## config.mk

```make
export PLATFORM = sky130hd
export DESIGN_NAME = psum_drain_quant_flat
export DESIGN_NICKNAME = d
export VERILOG_FILES = /design/src/rtl/psum_drain_quant_if.sv /design/src/rtl/psum_drain_quant.sv /design/src/flat_wrapper.sv
export SDC_FILE = /design/constraint.sdc
export NUM_CORES = 2
export LEC_CHECK = 0
export BUFFER_PORTS_ARGS = -buffer_cell sky130_fd_sc_hd__buf_4
export CAP_MARGIN = 30
export CORE_ASPECT_RATIO = 1.5
export CORE_UTILIZATION = 54
export DETAILED_ROUTE_END_ITERATION = 6
export PLACE_DENSITY_LB_ADDON = 0.3
export SLEW_MARGIN = 20
export SYNTH_ARGS = -nofsm -noshare
export SYNTH_HDL_FRONTEND = slang
export SYNTH_SLANG_ARGS = --single-unit
```

## constraint.sdc

```tcl
create_clock -name clk -period 72.8 [get_ports clk]
set_input_delay 14.56 -clock clk [delete_from_list [all_inputs] [get_ports clk]]
set_output_delay 14.56 -clock clk [all_outputs]
set_load 0.03 [all_outputs]
```

## src/rtl/psum_drain_quant_if.sv

```systemverilog
// Handshake buses of the psum drain: psum row vectors in, quantized bytes out.
// The slave modport is the drain's view; master is the core/AXI-side view.
interface psum_drain_quant_if #(
  parameter int PSUM_BW   = 32,
  parameter int NUM_COLS  = 32,
  parameter int OUT_BW    = 8,
  parameter int ADDR_PSUM = 11,
  parameter int ADDR_OUT  = 20
);
  logic                        psum_valid;
  logic                        psum_ready;
  logic [PSUM_BW*NUM_COLS-1:0] psum_rows;
  logic [ADDR_PSUM-1:0]        psum_addr;
  logic                        out_valid;
  logic                        out_ready;
  logic [OUT_BW-1:0]           out_data;
  logic [ADDR_OUT-1:0]         out_addr;
  logic [ADDR_PSUM-1:0]        out_tag;
  logic                        out_last;

  modport slave (
    input  psum_valid, psum_rows, psum_addr, out_ready,
    output psum_ready, out_valid, out_data, out_addr, out_tag, out_last
  );

  modport master (
    output psum_valid, psum_rows, psum_addr, out_ready,
    input  psum_ready, out_valid, out_data, out_addr, out_tag, out_last
  );
endinterface

```

## src/rtl/psum_drain_quant.sv

```systemverilog
// Output drain for the dense core: buffers two psum vectors, serializes lanes,
// requantizes each to int8 in a 3-stage pipe and streams bytes with addresses.
module psum_drain_quant #(
  parameter int PSUM_BW   = 32,
  parameter int NUM_COLS  = 32,
  parameter int OUT_BW    = 8,
  parameter int ADDR_PSUM = 11,
  parameter int ADDR_OUT  = 20
) (
  input  logic                clk,
  input  logic                resetn,
  input  logic                start,
  input  logic [5:0]          row_count,
  input  logic [15:0]         quant_mult,
  input  logic [4:0]          quant_shift,
  input  logic signed [7:0]   zero_point,
  input  logic                relu_en,
  input  logic [ADDR_OUT-1:0] out_base_addr,
  input  logic [ADDR_OUT-1:0] row_stride,
  psum_drain_quant_if.slave   bus,
  output logic                busy,
  output logic                done
);
  localparam int PROD_W = PSUM_BW + 17;
  localparam int SUM_W  = PROD_W + 1;
  localparam int LANE_W = $clog2(NUM_COLS);
  localparam logic [LANE_W-1:0]       LAST_LANE = LANE_W'(NUM_COLS - 1);
  localparam logic signed [SUM_W-1:0] OUT_MAX   = SUM_W'((1 <<< (OUT_BW - 1)) - 1);
  localparam logic signed [SUM_W-1:0] OUT_MIN   = ~OUT_MAX;

  typedef enum logic [1:0] {S_IDLE, S_RUN, S_DONE} state_t;

  // Round-half-up arithmetic right shift of the full-width product.
  function automatic logic signed [PROD_W-1:0] round_shift(
    input logic signed [PROD_W-1:0] p, input logic [4:0] sh);
    logic signed [PROD_W-1:0] bias;
    bias = (sh == 5'd0) ? '0 : (PROD_W'(1) <<< (sh - 5'd1));
    return (p + bias) >>> sh;
  endfunction

  // Optional ReLU, zero-point offset and saturation to the output byte range.
  function automatic logic signed [OUT_BW-1:0] relu_zp_sat(
    input logic signed [PROD_W-1:0] r, input logic relu, input logic signed [7:0] zp);
    logic signed [SUM_W-1:0]  v;
    logic signed [OUT_BW-1:0] res;
    if (relu && r[PROD_W-1]) v = SUM_W'(zp);
    else                     v = SUM_W'(r) + SUM_W'(zp);
    if (v > OUT_MAX)      res = OUT_BW'(OUT_MAX);
    else if (v < OUT_MIN) res = OUT_BW'(OUT_MIN);
    else                  res = v[OUT_BW-1:0];
    return res;
  endfunction

  state_t state_q, state_d;
  logic [5:0]  rows_q, rows_d, accepted_q, accepted_d, rows_out_q, rows_out_d;
  logic [15:0] mult_q, mult_d;
  logic [4:0]  shift_q, shift_d;
  logic signed [7:0] zp_q, zp_d;
  logic relu_q, relu_d;
  logic [ADDR_OUT-1:0] stride_q, stride_d, addr_q, addr_d, row_base_q, row_base_d;
  logic [PSUM_BW*NUM_COLS-1:0] mem_q [2], mem_d [2];
  logic [ADDR_PSUM-1:0] tag_mem_q [2], tag_mem_d [2];
  logic wr_ptr_q, wr_ptr_d, rd_ptr_q, rd_ptr_d;
  logic [1:0] cnt_q, cnt_d;
  logic [LANE_W-1:0] lane_q, lane_d;
  logic psum_ready_q, psum_ready_d, busy_q, busy_d, done_q, done_d;
  logic vld_p0_q, vld_p0_d, vld_p1_q, vld_p1_d, vld_p2_q, vld_p2_d;
  logic signed [PROD_W-1:0] prod_p0_q, prod_p0_d, rnd_p1_q, rnd_p1_d;
  logic signed [OUT_BW-1:0] data_p2_q, data_p2_d;
  logic [ADDR_OUT-1:0]  addr_p0_q, addr_p0_d, addr_p1_q, addr_p1_d, addr_p2_q, addr_p2_d;
  logic [ADDR_PSUM-1:0] tag_p0_q, tag_p0_d, tag_p1_q, tag_p1_d, tag_p2_q, tag_p2_d;
  logic last_p0_q, last_p0_d, last_p1_q, last_p1_d, last_p2_q, last_p2_d;
  logic signed [PSUM_BW-1:0] lane_val;
  logic signed [16:0] mult_s;
  logic adv, issue, pop, push, out_hs, final_hs;

  // The whole pipe freezes while the output byte waits for its handshake.
  assign adv      = !(vld_p2_q && !bus.out_ready);
  assign issue    = (state_q == S_RUN) && (cnt_q != 2'd0) && adv;
  assign pop      = issue && (lane_q == LAST_LANE);
  assign push     = bus.psum_valid && psum_ready_q;
  assign out_hs   = vld_p2_q && bus.out_ready;
  assign final_hs = out_hs && last_p2_q && (rows_out_q == rows_q - 6'd1);
  assign lane_val = mem_q[rd_ptr_q][int'(lane_q)*PSUM_BW +: PSUM_BW];
  assign mult_s   = {1'b0, mult_q};

  // Next-state logic for FSM, FIFO, lane/address counters and pipeline.
  always_comb begin
    state_d = state_q;  rows_d = rows_q;  accepted_d = accepted_q;  rows_out_d = rows_out_q;
    mult_d = mult_q;  shift_d = shift_q;  zp_d = zp_q;  relu_d = relu_q;  stride_d = stride_q;
    addr_d = addr_q;  row_base_d = row_base_q;  lane_d = lane_q;
    mem_d = mem_q;  tag_mem_d = tag_mem_q;  wr_ptr_d = wr_ptr_q;  rd_ptr_d = rd_ptr_q;  cnt_d = cnt_q;
    vld_p0_d = vld_p0_q;  vld_p1_d = vld_p1_q;  vld_p2_d = vld_p2_q;
    prod_p0_d = prod_p0_q;  addr_p0_d = addr_p0_q;  tag_p0_d = tag_p0_q;  last_p0_d = last_p0_q;
    rnd_p1_d = rnd_p1_q;  addr_p1_d = addr_p1_q;  tag_p1_d = tag_p1_q;  last_p1_d = last_p1_q;
    data_p2_d = data_p2_q;  addr_p2_d = addr_p2_q;  tag_p2_d = tag_p2_q;  last_p2_d = last_p2_q;

    case (state_q)
      S_IDLE: if (start) begin
        state_d = S_RUN;  rows_d = row_count;  mult_d = quant_mult;  shift_d = quant_shift;
        zp_d = zero_point;  relu_d = relu_en;  stride_d = row_stride;
        addr_d = out_base_addr;  row_base_d = out_base_addr;
        accepted_d = 6'd0;  rows_out_d = 6'd0;  lane_d = '0;
      end
      S_RUN:  if (rows_q == 6'd0 || final_hs) state_d = S_DONE;
      S_DONE: state_d = S_IDLE;
      default: state_d = S_IDLE;
    endcase

    if (push) begin
      mem_d[wr_ptr_q]     = bus.psum_rows;
      tag_mem_d[wr_ptr_q] = bus.psum_addr;
      wr_ptr_d            = ~wr_ptr_q;
      accepted_d          = accepted_q + 6'd1;
    end
    if (pop) rd_ptr_d = ~rd_ptr_q;
    case ({push, pop})
      2'b10:   cnt_d = cnt_q + 2'd1;
      2'b01:   cnt_d = cnt_q - 2'd1;
      default: cnt_d = cnt_q;
    endcase
    if (out_hs && last_p2_q) rows_out_d = rows_out_q + 6'd1;

    // Address walks +1 per lane; each new row starts at the previous row base plus stride.
    if (issue) begin
      if (pop) begin
        lane_d     = '0;
        row_base_d = row_base_q + stride_q;
        addr_d     = row_base_q + stride_q;
      end else begin
        lane_d = lane_q + LANE_W'(1);
        addr_d = addr_q + ADDR_OUT'(1);
      end
    end

    if (adv) begin
      vld_p0_d = issue;
      vld_p1_d = vld_p0_q;
      vld_p2_d = vld_p1_q;
    end
    // Stage p0: lane select and multiply.
    if (issue) begin
      prod_p0_d = PROD_W'(lane_val) * PROD_W'(mult_s);
      addr_p0_d = addr_q;  tag_p0_d = tag_mem_q[rd_ptr_q];  last_p0_d = pop;
    end
    // Stage p1: rounding shift.
    if (adv && vld_p0_q) begin
      rnd_p1_d  = round_shift(prod_p0_q, shift_q);
      addr_p1_d = addr_p0_q;  tag_p1_d = tag_p0_q;  last_p1_d = last_p0_q;
    end
    // Stage p2: ReLU, zero point, clamp into the output register.
    if (adv && vld_p1_q) begin
      data_p2_d = relu_zp_sat(rnd_p1_q, relu_q, zp_q);
      addr_p2_d = addr_p1_q;  tag_p2_d = tag_p1_q;  last_p2_d = last_p1_q;
    end

    psum_ready_d = (state_d == S_RUN) && (cnt_d != 2'd2) && (accepted_d < rows_d);
    busy_d       = (state_d == S_RUN);
    done_d       = (state_d == S_DONE);
  end

  // Control state and visible outputs; reset drops everything in flight.
  always_ff @(posedge clk) begin
    if (!resetn) begin
      state_q <= S_IDLE;  rows_q <= '0;  accepted_q <= '0;  rows_out_q <= '0;
      mult_q <= '0;  shift_q <= '0;  zp_q <= '0;  relu_q <= 1'b0;  stride_q <= '0;
      addr_q <= '0;  row_base_q <= '0;  lane_q <= '0;
      wr_ptr_q <= 1'b0;  rd_ptr_q <= 1'b0;  cnt_q <= '0;
      vld_p0_q <= 1'b0;  vld_p1_q <= 1'b0;  vld_p2_q <= 1'b0;
      data_p2_q <= '0;  addr_p2_q <= '0;  tag_p2_q <= '0;  last_p2_q <= 1'b0;
      psum_ready_q <= 1'b0;  busy_q <= 1'b0;  done_q <= 1'b0;
    end else begin
      state_q <= state_d;  rows_q <= rows_d;  accepted_q <= accepted_d;  rows_out_q <= rows_out_d;
      mult_q <= mult_d;  shift_q <= shift_d;  zp_q <= zp_d;  relu_q <= relu_d;  stride_q <= stride_d;
      addr_q <= addr_d;  row_base_q <= row_base_d;  lane_q <= lane_d;
      wr_ptr_q <= wr_ptr_d;  rd_ptr_q <= rd_ptr_d;  cnt_q <= cnt_d;
      vld_p0_q <= vld_p0_d;  vld_p1_q <= vld_p1_d;  vld_p2_q <= vld_p2_d;
      data_p2_q <= data_p2_d;  addr_p2_q <= addr_p2_d;  tag_p2_q <= tag_p2_d;  last_p2_q <= last_p2_d;
      psum_ready_q <= psum_ready_d;  busy_q <= busy_d;  done_q <= done_d;
    end
  end

  // FIFO storage and internal pipeline data; qualified by counters/valids, so no reset.
  always_ff @(posedge clk) begin
    mem_q <= mem_d;  tag_mem_q <= tag_mem_d;
    prod_p0_q <= prod_p0_d;  addr_p0_q <= addr_p0_d;  tag_p0_q <= tag_p0_d;  last_p0_q <= last_p0_d;
    rnd_p1_q <= rnd_p1_d;  addr_p1_q <= addr_p1_d;  tag_p1_q <= tag_p1_d;  last_p1_q <= last_p1_d;
  end

  assign bus.psum_ready = psum_ready_q;
  assign bus.out_valid  = vld_p2_q;
  assign bus.out_data   = data_p2_q;
  assign bus.out_addr   = addr_p2_q;
  assign bus.out_tag    = tag_p2_q;
  assign bus.out_last   = last_p2_q;
  assign busy           = busy_q;
  assign done           = done_q;
endmodule

```

## src/flat_wrapper.sv

```systemverilog
// flat-port wrapper written by rule: the top's interface ports become plain ports
module psum_drain_quant_flat 
#(
  parameter int PSUM_BW   = 32,
  parameter int NUM_COLS  = 32,
  parameter int OUT_BW    = 8,
  parameter int ADDR_PSUM = 11,
  parameter int ADDR_OUT  = 20
)
  (clk, resetn, start, row_count, quant_mult, quant_shift, zero_point, relu_en, out_base_addr, row_stride, busy, done, bus_psum_valid, bus_psum_rows, bus_psum_addr, bus_out_ready, bus_psum_ready, bus_out_valid, bus_out_data, bus_out_addr, bus_out_tag, bus_out_last);
  psum_drain_quant_if #(.PSUM_BW(PSUM_BW), .NUM_COLS(NUM_COLS), .OUT_BW(OUT_BW), .ADDR_PSUM(ADDR_PSUM), .ADDR_OUT(ADDR_OUT)) bus_i ();
  input  logic clk;
  input  logic resetn;
  input  logic start;
  input  logic [5:0] row_count;
  input  logic [15:0] quant_mult;
  input  logic [4:0] quant_shift;
  input  logic signed [7:0] zero_point;
  input  logic relu_en;
  input  logic [ADDR_OUT-1:0] out_base_addr;
  input  logic [ADDR_OUT-1:0] row_stride;
  output logic busy;
  output logic done;
  input wire logic [$bits(bus_i.psum_valid)-1:0] bus_psum_valid;
  input wire logic [$bits(bus_i.psum_rows)-1:0] bus_psum_rows;
  input wire logic [$bits(bus_i.psum_addr)-1:0] bus_psum_addr;
  input wire logic [$bits(bus_i.out_ready)-1:0] bus_out_ready;
  output wire logic [$bits(bus_i.psum_ready)-1:0] bus_psum_ready;
  output wire logic [$bits(bus_i.out_valid)-1:0] bus_out_valid;
  output wire logic [$bits(bus_i.out_data)-1:0] bus_out_data;
  output wire logic [$bits(bus_i.out_addr)-1:0] bus_out_addr;
  output wire logic [$bits(bus_i.out_tag)-1:0] bus_out_tag;
  output wire logic [$bits(bus_i.out_last)-1:0] bus_out_last;
  assign bus_i.psum_valid = bus_psum_valid;
  assign bus_i.psum_rows = bus_psum_rows;
  assign bus_i.psum_addr = bus_psum_addr;
  assign bus_i.out_ready = bus_out_ready;
  assign bus_psum_ready = bus_i.psum_ready;
  assign bus_out_valid = bus_i.out_valid;
  assign bus_out_data = bus_i.out_data;
  assign bus_out_addr = bus_i.out_addr;
  assign bus_out_tag = bus_i.out_tag;
  assign bus_out_last = bus_i.out_last;
  psum_drain_quant #(.PSUM_BW(PSUM_BW), .NUM_COLS(NUM_COLS), .OUT_BW(OUT_BW), .ADDR_PSUM(ADDR_PSUM), .ADDR_OUT(ADDR_OUT)) u_core (.clk(clk), .resetn(resetn), .start(start), .row_count(row_count), .quant_mult(quant_mult), .quant_shift(quant_shift), .zero_point(zero_point), .relu_en(relu_en), .out_base_addr(out_base_addr), .row_stride(row_stride), .bus(bus_i), .busy(busy), .done(done));
endmodule
```

==> metrics.txt <==
# TYPE chip_impl_metric gauge
chip_impl_metric{name="cts_inserted_buffers",unit=""} 217
chip_impl_metric{name="ys_warn_count",unit=""} 0
chip_impl_metric{name="postSynthAreaPerCell",unit="sq um"} 15.5
chip_impl_metric{name="num_rows",unit=""} 210
chip_impl_metric{name="worst_slew_margin_rel",unit="%"} 26.2
chip_impl_metric{name="p_per_area",unit="mW/mm^2"} 24.3
chip_impl_metric{name="syn-cell-area",unit="sq mm"} 0.118
chip_impl_metric{name="clock.fmax",unit="MHz"} 52.9
chip_impl_metric{name="final-max-slew-violation-count",unit=""} 0
chip_impl_metric{name="gp_congestion",unit=""} 0.970
chip_impl_metric{name="die_area",unit="sq mm"} 0.221
chip_impl_metric{name="coreArea",unit="sq mm"} 0.218
chip_impl_metric{name="syn-num-nets",unit=""} 9481
chip_impl_metric{name="floorplan.initialDensity",unit="%"} 54.3
chip_impl_metric{name="r2r_slack",unit="ns"} 60.34
chip_impl_metric{name="post-synth-top-area-fraction",unit="%"} 56.6
chip_impl_metric{name="finalSetupTns",unit="ns"} 0
chip_impl_metric{name="floorplan.io_pins",unit=""} 1160
chip_impl_metric{name="viasPerCell",unit=""} 6.12
chip_impl_metric{name="first_pass_grt_wire_length",unit="mm"} 505
chip_impl_metric{name="post_cts_resize_count",unit=""} 0
chip_impl_metric{name="numPortBuffers",unit=""} 1159
chip_impl_metric{name="pnr_total_power",unit="mW"} 3.36
chip_impl_metric{name="drcViolationCount",unit=""} 0
chip_impl_metric{name="final_period_minus_worst_setup_slack",unit="ns"} 18.91
chip_impl_metric{name="multi_input_logic_area",unit="sq mm"} 0.0443
chip_impl_metric{name="clock_latency",unit="ns"} 0.93
chip_impl_metric{name="reg2regPathDepth",unit=""} 31
chip_impl_metric{name="dr_total_vias",unit=""} 73100
chip_impl_info{name="cts-root-buf",value="sky130_fd_sc_hd__clkbuf_16"} 1
chip_impl_info{name="post-synth-top-area-cell",value="sky130_fd_sc_hd__edfxtp_1"} 1
chip_impl_info{name="holdCritPathClass",value="flop to flop"} 1
chip_impl_metric{name="worst_path_arrival_time",unit="ns"} 19.46
chip_impl_metric{name="first_iteration_detailed_routing_drc_count",unit=""} 6742
chip_impl_metric{name="synth.yosys.seq_area_share",unit="%"} 59.4
chip_impl_metric{name="drtPass1Iterations",unit=""} 6
chip_impl_metric{name="layout-area-overhead-vs-synth",unit="%"} 16.4
chip_impl_info{name="hold_path_end",value="u_core.addr_p1_q[1]"} 1
chip_impl_metric{name="postCtsSetupBuffers",unit=""} 0
chip_impl_metric{name="cts_hold_buf",unit=""} 0
chip_impl_metric{name="ctsHtreeMaxLevel",unit=""} 4
chip_impl_info{name="worst_setup_path_end_kind",value="flop"} 1
chip_impl_info{name="worstReg2RegEnd",value="u_core.prod_p0_q[43]"} 1
chip_impl_metric{name="ant_nets",unit=""} 0
chip_impl_metric{name="nets",unit=""} 10600
chip_impl_metric{name="max_slew.worst_pin.slew",unit="ns"} 1.11
chip_impl_metric{name="grt_antenna_before_repair",unit=""} 210
chip_impl_metric{name="clock_transition_at_path_regs",unit="ns"} 0.06
chip_impl_metric{name="filler_cell_count",unit=""} 15500
chip_impl_metric{name="crit_path_max_fanout",unit=""} 173
chip_impl_info{name="mostFrequentLayoutCells",value="sky130_fd_sc_hd__edfxtp_1 (2232), sky130_fd_sc_hd__buf_4 (1259), sky130_fd_sc_hd__nand2_1 (699)"} 1
chip_impl_info{name="postSynth.topFlopCell",value="sky130_fd_sc_hd__edfxtp_1"} 1
chip_impl_metric{name="timing.final.hold_violations",unit=""} 0
chip_impl_metric{name="grt_util_all_layers",unit="%"} 31.9
chip_impl_metric{name="syn_inst",unit=""} 7641
chip_impl_metric{name="drv_cap",unit=""} 0
chip_impl_metric{name="synth.ff_latch_count",unit=""} 2397
chip_impl_info{name="layout.cells.most_common",value="sky130_fd_sc_hd__edfxtp_1"} 1
chip_impl_metric{name="grt_remaining_overflow",unit=""} 0
chip_impl_metric{name="clock_sink_count",unit=""} 2397
chip_impl_metric{name="number_of_global_route_vias_before_repair",unit=""} 75700
chip_impl_metric{name="avgRoutedWirePerCell",unit="um"} 30.0
chip_impl_metric{name="die-height",unit="um"} 575
chip_impl_metric{name="routed_wirelength",unit="mm"} 359
chip_impl_info{name="status",value="finished clean"} 1
chip_impl_info{name="biggest_area_contributors_in_the_synthesized_netlist",value="sky130_fd_sc_hd__edfxtp_1 (57%), sky130_fd_sc_hd__mux4_2 (13%), sky130_fd_sc_hd__fa_1 (8.3%)"} 1
chip_impl_metric{name="synthArstFlopShare",unit="%"} 0
chip_impl_metric{name="timing.hold.worst_path_depth",unit=""} 0
chip_impl_metric{name="worst_ep_required_time",unit="ns"} 73.35
chip_impl_metric{name="timing.final.setup_violations",unit=""} 0
chip_impl_metric{name="yosysUniqueCellTypes",unit=""} 93
chip_impl_info{name="crit-reg2reg-launch",value="u_core.lane_q[0]"} 1
chip_impl_metric{name="synth_enable_flop_cells",unit=""} 2232
chip_impl_metric{name="die-width",unit="um"} 384
chip_impl_info{name="hold_start",value="u_core.addr_p0_q[1]"} 1
chip_impl_metric{name="vdd_drop_max",unit="uV"} 24.4
chip_impl_metric{name="skew",unit="ns"} 0.138
chip_impl_info{name="critical_path.startpoint_type",value="input pin"} 1
chip_impl_metric{name="min_period_over_period",unit="%"} 26.0
chip_impl_info{name="timing.setup.critical_path_class",value="input pin to flop"} 1
chip_impl_info{name="cts_tree",value="done"} 1
chip_impl_metric{name="grt_start_max_net_pins",unit=""} 174
chip_impl_metric{name="final-seq-area",unit="sq mm"} 0.0704
chip_impl_metric{name="static-leakage-power",unit="nW"} 50.1
chip_impl_info{name="crit_start",value="bus_psum_valid"} 1
chip_impl_metric{name="place_hpwl",unit="mm"} 268
chip_impl_info{name="grt_setup_unrepaired",value="false"} 1
chip_impl_metric{name="drive_gt1_share",unit="%"} 26.5
chip_impl_metric{name="cts_max_path_buffers",unit=""} 4
synthesized netlist by cell type (all sizes together), types with 9 or more instances:
cell     count
o21a        32
mux4       671
nand2b      28
fa         492
or3         17
o31ai       17
xor2        50
nor2       260
o22ai       27
o21bai      20
ha         232
a21boi      10
inv        622
a21o        72
nor4        22
nand2      699
buf         91
a2111oi      9
a211oi      63
nand4       29
mux2i       87
or4         10
xnor2       98
edfxtp    2232
o211ai      44
a221oi      12
nor2b       20
a31oi       25
mux2        51
nand3b      11
a211o       10
nor3        70
and3        45
and2       289
or2         10
a21oi      307
a311oi      16
o21ai      187
dfxtp      165
nand3       71
clkbuf     292
kinds of logic (layout without fill, tap and decap cells):
kind of cell	Yosys count	after routing	synth area share, %
other cells	0	144	0
flops	2397	2397	59.4
buf+inv	1011	2297	3.22
simple gates	1606	1606	6.40
compound gates	946	946	5.14
mux	809	809	14.0
xor+xnor	148	148	1.09
fa+ha+maj	724	724	10.8
state kept, by name, indices dropped and copies added (netlist names), 6 cells and up:
signal	flops
u_core.addr_p0_q	20
u_core.accepted_q	6
u_core.mem_q	2048
u_core.bus.out_tag	11
u_core.rnd_p1_q	49
u_core.tag_p0_q	11
u_core.mult_q	16
u_core.row_base_q	20
u_core.rows_q	6
u_core.stride_q	20
u_core.bus.out_data	8
u_core.bus.out_addr	20
u_core.tag_p1_q	11
u_core.rows_out_q	6
u_core.zp_q	8
u_core.tag_mem_q	22
u_core.addr_q	20
u_core.addr_p1_q	20
u_core.prod_p0_q	49
per-layer routing:
| layer | global-route usage, % | share of wire [%] | wire length (um) |
|---|---|---|---|
| met2 | 53.8 | 50 | 181000 |
| met4 | 19.2 | 6.6 | 23700 |
| met3 | 8.56 | 9.3 | 33500 |
| met5 | 0 | 0.18 | 646 |
| met1 | 36.2 | 33 | 120000 |
layout make-up:
type,count,area share [%]
clock inverter,128,0.966
multi-input combinational,4233,32.1
inverter,628,1.71
antenna,144,0.261
timing repair buffer,1280,7.20
clock buffer,261,4.09
sequential,2397,51.0
tap,2862,2.60
critical path, stage by stage:
cell and delay [ns]:
sky130_fd_sc_hd__buf_4 0.09, sky130_fd_sc_hd__and3_4 0.58, sky130_fd_sc_hd__buf_4 0.72, sky130_fd_sc_hd__buf_4 0.84, sky130_fd_sc_hd__buf_12 0.67, sky130_fd_sc_hd__buf_4 0.47
sky130_fd_sc_hd__buf_16 0.31, sky130_fd_sc_hd__buf_4 0.37, sky130_fd_sc_hd__buf_16 0.30
through the flow:
| stage | util, % | cells | worst slack (ns) | instance area (sq um) | hold slack (ns) |
|---|---|---|---|---|---|
| after floorplan | - | 7641 | 12.27 | 118000 | 0.400 |
| after global placement | 59.7 | 11400 | 52.85 | 130000 | 0.403 |
| after detailed placement | 59.8 | 11400 | 52.67 | 130000 | 0.405 |
| after CTS | 63.0 | 11800 | 53.59 | 137000 | 0.419 |
| after global routing | 63.2 | 11900 | 53.72 | 138000 | 0.416 |
| final | 63.2 | 11900 | 53.89 | 138000 | 0.417 |
worst max-delay path by stage:
stage,endpoint,slack [ns]
floorplan,u_core.mem_q[1024],12.27
CTS,u_core.mem_q[477],53.59
global route,u_core.mem_q[477],53.72
finish,u_core.mem_q[253],53.89
global placement,u_core.mem_q[453],52.85
detailed placement,u_core.mem_q[485],52.67
power by group:
part	total (mW)	internal, mW	switching, mW	leakage (nW)
sequential	1.59	1.57	0.0194	21.6
combinational	0.621	0.265	0.356	25.2
clock	1.14	0.634	0.508	3.36
total	3.36	2.47	0.883	50.1
(Power assumes the default switching activity.)
